### config.mk
export PLATFORM = sky130hd
export DESIGN_NAME = ps2_mouse_tracker
export DESIGN_NICKNAME = d
export VERILOG_FILES = /design/src/rtl/ps2_mouse_tracker.sv
export SDC_FILE = /design/constraint.sdc
export NUM_CORES = 1
export LEC_CHECK = 0
export CAP_MARGIN = 20
export CORE_MARGIN = 3
export CORE_UTILIZATION = 61
export CTS_CLUSTER_DIAMETER = 40
export CTS_CLUSTER_SIZE = 40
export DETAILED_ROUTE_END_ITERATION = 10
export GPL_TIMING_DRIVEN = 0
export PLACE_DENSITY = 0.82
export SLEW_MARGIN = 30
export SYNTH_ARGS = -nofsm -noshare
export SYNTH_HDL_FRONTEND = slang
export SYNTH_SLANG_ARGS = --single-unit
### constraint.sdc
create_clock -name CLOCK_50 -period 5.2 [get_ports CLOCK_50]
set_input_delay 0.52 -clock CLOCK_50 [delete_from_list [all_inputs] [get_ports CLOCK_50]]
set_output_delay 0.52 -clock CLOCK_50 [all_outputs]
set_load 0.03 [all_outputs]
### src/rtl/ps2_mouse_tracker.sv
// PS/2 mouse packet decoder: assembles 3/4-byte packets, tracks a clamped
// absolute cursor position and reports hysteretic bin indices per axis.
module ps2_mouse_tracker #(
  parameter int WIDTH          = 2048,
  parameter int HEIGHT         = 2048,
  parameter int BIN            = 100,
  parameter int HYSTERESIS     = 3,
  parameter int BIN_W          = 5,
  parameter int WHEEL          = 0,
  parameter int TIMEOUT_CYCLES = 100000
) (
  input  logic             CLOCK_50,
  input  logic             reset_n,
  input  logic [7:0]       rx_data,
  input  logic             rx_valid,
  output logic             button_left,
  output logic             button_right,
  output logic             button_middle,
  output logic [11:0]      pos_x,
  output logic [11:0]      pos_y,
  output logic [BIN_W-1:0] bin_x,
  output logic [BIN_W-1:0] bin_y,
  output logic [3:0]       wheel,
  output logic             packet_valid,
  output logic [7:0]       err_count
);

  // state | meaning
  // IDLE  | waiting for a byte0 with bit3 set
  // B1    | byte0 held, waiting for X byte
  // B2    | X byte held, waiting for Y byte
  // B3    | Y byte held, waiting for wheel byte (WHEEL=1 only)
  typedef enum logic [1:0] {IDLE, B1, B2, B3} state_t;

  localparam int TMR_W = $clog2(TIMEOUT_CYCLES + 1);
  localparam logic [TMR_W-1:0] TMR_LOAD = TMR_W'(TIMEOUT_CYCLES - 1);
  localparam logic [11:0] X_RST = 12'(WIDTH / 2);
  localparam logic [11:0] Y_RST = 12'(HEIGHT / 2);
  localparam logic [BIN_W-1:0] BX_RST = BIN_W'((WIDTH / 2) / BIN);
  localparam logic [BIN_W-1:0] BY_RST = BIN_W'((HEIGHT / 2) / BIN);
  localparam logic signed [13:0] X_MAX = 14'(WIDTH - 1);
  localparam logic signed [13:0] Y_MAX = 14'(HEIGHT - 1);

  state_t state;
  logic [7:0] byte0, byte1, byte2;
  logic [TMR_W-1:0] tmr;

  logic final_byte, sync_err, timeout;
  logic [7:0] y_byte;
  logic signed [13:0] dx, dy, nx, ny;
  logic [11:0] nx_c, ny_c;

  assign sync_err   = rx_valid && (state == IDLE) && !rx_data[3];
  assign timeout    = !rx_valid && (state != IDLE) && (tmr == '0);
  assign final_byte = rx_valid && (((state == B2) && (WHEEL == 0)) || (state == B3));

  always_comb begin
    y_byte = (state == B3) ? byte2 : rx_data;
    dx = byte0[6] ? 14'sd0 : {{6{byte0[4]}}, byte1};
    dy = byte0[7] ? 14'sd0 : {{6{byte0[5]}}, y_byte};
    nx = $signed({2'b00, pos_x}) + dx;
    ny = $signed({2'b00, pos_y}) - dy;
    if (nx < 14'sd0)      nx_c = 12'd0;
    else if (nx > X_MAX)  nx_c = X_MAX[11:0];
    else                  nx_c = nx[11:0];
    if (ny < 14'sd0)      ny_c = 12'd0;
    else if (ny > Y_MAX)  ny_c = Y_MAX[11:0];
    else                  ny_c = ny[11:0];
  end

  always_ff @(posedge CLOCK_50 or negedge reset_n) begin
    if (!reset_n) begin
      state         <= IDLE;
      byte0         <= '0;
      byte1         <= '0;
      byte2         <= '0;
      tmr           <= TMR_LOAD;
      button_left   <= 1'b0;
      button_right  <= 1'b0;
      button_middle <= 1'b0;
      pos_x         <= X_RST;
      pos_y         <= Y_RST;
      wheel         <= 4'd0;
      packet_valid  <= 1'b0;
      err_count     <= 8'd0;
    end else begin
      packet_valid <= 1'b0;
      // sync error and timeout are mutually exclusive, but share one increment
      if ((sync_err || timeout) && (err_count != 8'hFF))
        err_count <= err_count + 8'd1;

      if (rx_valid)
        tmr <= TMR_LOAD;
      else if ((state != IDLE) && (tmr != '0))
        tmr <= tmr - 1'b1;

      case (state)
        IDLE: if (rx_valid && rx_data[3]) begin
          byte0 <= rx_data;
          state <= B1;
        end
        B1: if (timeout) state <= IDLE;
            else if (rx_valid) begin
              byte1 <= rx_data;
              state <= B2;
            end
        B2: if (timeout) state <= IDLE;
            else if (rx_valid) begin
              byte2 <= rx_data;
              state <= (WHEEL != 0) ? B3 : IDLE;
            end
        B3: if (timeout) state <= IDLE;
            else if (rx_valid) state <= IDLE;
        default: state <= IDLE;
      endcase

      if (final_byte) begin
        pos_x         <= nx_c;
        pos_y         <= ny_c;
        button_left   <= byte0[0];
        button_right  <= byte0[1];
        button_middle <= byte0[2];
        wheel         <= (WHEEL != 0) ? rx_data[3:0] : 4'd0;
        packet_valid  <= 1'b1;
      end
    end
  end

  function automatic logic [BIN_W-1:0] bin_next(input logic [11:0] p, input logic [BIN_W-1:0] b);
    int lo, hi, pi;
    pi = int'(p);
    lo = int'(b) * BIN;
    hi = lo + BIN + HYSTERESIS;
    if ((pi >= hi) || (pi + HYSTERESIS < lo))
      return BIN_W'(pi / BIN);
    return b;
  endfunction

  always_ff @(posedge CLOCK_50 or negedge reset_n) begin
    if (!reset_n) begin
      bin_x <= BX_RST;
      bin_y <= BY_RST;
    end else begin
      bin_x <= bin_next(pos_x, bin_x);
      bin_y <= bin_next(pos_y, bin_y);
    end
  end

endmodule

==> flow_summary.toml <==
[run_status]
status = "complete, no violations"

[setup_path]
worstSetupStartpointType = "register"
r2r_setup_slack_ns = 0.39
required_ns = 5.47
crit_fanout = 10
arrival_ns = 5.08
crit_type = "register to register"
r2r-end = "bin_y[0]"
r2r.worst_path.cells = 16
endpoint_kind = "register"
r2r_start = "pos_y[7]"

[grt]
grt_pass1_wl_um = 37450
grt_max_degree = 65
grt_usage_pct = 27.60
overflow = 0
antenna_found_initial = 0
grt_pass1_vias = 7947

[routing]
drc = 0
dr.pass1.iters = 6
via_per_inst = 6.244
vias = 8311
wirelength_um = 22550
antenna_left = 0
wl_per_cell_um = 16.94
drt_iter0_markers = 696

[synth]
synth_cell_types = 96
netlist_area_mm2 = 0.009139
yosysWarnings = 0
synthTopCellsByArea = "dfrtp_1 (20%), ha_1 (14%), xnor2_1 (6.4%)"
ys_seq_area_share_pct = 24.32
synth_edf_count = 0
postSynthCellCount = 1073
yosys.area.top_type = "dfrtp_1"
synth_top_area_share_pct = 19.72
synth_ff_type = "dfrtp_1"
ys_ff_latch = 88
postSynthAreaPerCell_um2 = 8.517
async_flop_share_pct = 100.0

[clock_network]
cts_tree = "done"
clkLatencyLatePin_ns = 0.35
postCtsSetupBuffers = 0
htreeDepth = 3
cts_root_buf = "clkbuf_16"
clk_pin_slew_ns = 0.08
numClockSinks = 88
cts_buffers = 9
cts_buffer_depth = 2

[die]
die-area_mm2 = 0.01649
die_w_um = 128.4
coreArea_mm2 = 0.01459
pin_count = 61
die_h_um = 128.4
rows = 44
initial_core_util_pct = 62.64

[cells_and_area]
final_cell_mix = "ha_1 (102), nor2_1 (95), nand2_1 (87)"
drive_gt1_share_pct = 11.51
final_common_cell = "ha_1"
nNetsFinal = 1259
syn_to_final_growth_pct = 12.47
num_antenna_cells = 0

[timing]
max-slew-margin-rel_pct = 33.00
finalHoldViolCount = 0
fin_worst_skew_ns = 0.01177
timing.final.crit_share_pct = 92.47
rsz0062_at_grt = "no"
setup_tns_ns = 0
setup_viol = 0
layout_min_cycle_time_ns = 4.808
fin_hold_ws_ns = 0.02318
post-route-worst-setup-slack_ns = 0.3916
final-max-slew-violation-count = 0
max_clock_freq_ghz = 0.2080
worst_pin_slew_ns = 0.9973

[hold_path]
hold_class = "input port to asynchronous set/reset pin"

[place]
dpl_worst_slack_ns = 0.4097
dp_hpwl_um = 16870
place_congestion = 0.9558
numPortBuffers = 56

[run]
max_cap_viol_count = 0
worst max-delay path, cell delays in order, from the launching register on:
cell      delay [ns]
dfrtp_1         0.45
buf_4           0.21
o31ai_2         0.33
inv_1           0.09
ha_1            0.26
nor3_1          0.83
o31ai_1         0.26
a221oi_4        0.33
o211ai_1        0.30
o221ai_1        0.31
o221ai_2        0.15
a21oi_4         0.32
mux2i_1         0.26
xnor2_1         0.14
o21bai_1        0.18
nand3b_1        0.17
a21oi_1         0.13
registers in the layout (all words and copies together), names as in the netlist:
name	flops
state	2
button_middle	1
bin_x	5
pos_y	12
err_count	8
packet_valid	1
pos_x	12
tmr	17
button_right	1
button_left	1
bin_y	5
byte1	8
byte2	8
byte0	7
area by class of cell:
| cell class | instances | area (um^2) |
|---|---|---|
| Clock buffer | 9 | 225.2 |
| Tap cell | 184 | 230.2 |
| Timing Repair Buffer | 57 | 589.3 |
| Clock inverter | 7 | 87.58 |
| Multi-Input combinational cell | 880 | 6462 |
| Inverter | 60 | 225.2 |
| Fill cell | 1122 | 4310 |
| Sequential cell | 88 | 2222 |
| Buffer | 46 | 236.5 |
routing by layer:
layer,wire [um],up-vias,track usage [%]
met3,1175,51,3.902
met2,10960,299,47.78
met1,9768,3947,35.00
li1,-,4014,-
met5,0,-,0
met4,650,0,10.49
Yosys cell counts (7+ instances only):
library cell  instances
nor4_1                9
o21bai_1             14
xor2_1               23
or2_2                 9
a21o_1               24
nand2b_1             19
buf_2                13
ha_1                102
nor2_1               95
nor3_1               22
o22ai_1              18
nor2b_1              20
inv_1                59
o211ai_1             10
mux2_2               28
nand3_1              20
a21boi_0             10
clkbuf_1             20
o21ai_0              47
a21oi_1              64
dfrtp_1              72
xnor2_1              67
o31ai_1               9
and3_1                8
a31oi_1              14
or3_1                12
dfstp_2              16
nand2_1              87
o21ai_1               7
mux2i_1              15
timing repair:
| action | CTS | global route |
|---|---|---|
| setup endpoints to repair | 0 | 10 |
| gates resized for setup | 0 | 4 |
| hold buffers | 0 | 0 |
through the flow:
step / instances / utilization, % / area (um^2)
after global placement: 1316 / 68.14 / 9941
after detailed placement: 1317 / 68.34 / 9970
final: 1331 / 70.45 / 10280
after global routing: 1331 / 70.45 / 10280
after CTS: 1333 / 70.48 / 10280
after floorplan: 1076 / - / 9150
how the worst max path moves through the flow:
stage	start	to	slack, ns	cells past startpoint
2_1_floorplan	pos_x[8]	bin_x[0]	1.15	16
3_3_place_gp	reset_n	err_count[3]	0.29	1
3_5_place_dp	rx_data[1]	pos_y[1]	0.41	18
4_1_cts	state[1]	pos_y[4]	0.36	20
5_1_grt	state[1]	pos_y[3]	0.15	19
6_report	pos_y[7]	bin_y[0]	0.39	16
logic make-up after synthesis:
| family | count (synthesis) | synth area share [%] |
|---|---|---|
| multiplexers | 43 | 5.093 |
| AO/OA/AOI/OAI | 289 | 22.62 |
| buffers and inverters | 108 | 5.107 |
| AND/OR/NAND/NOR | 344 | 18.77 |
| adder cells (fa/ha/maj) | 108 | 15.07 |
| flip-flops | 88 | 24.32 |
| XOR/XNOR | 92 | 8.981 |
| other | 1 | 0.04103 |
Power is not shown: default switching activity piles up to over one toggle a cycle in this logic, so the estimate is an artifact.
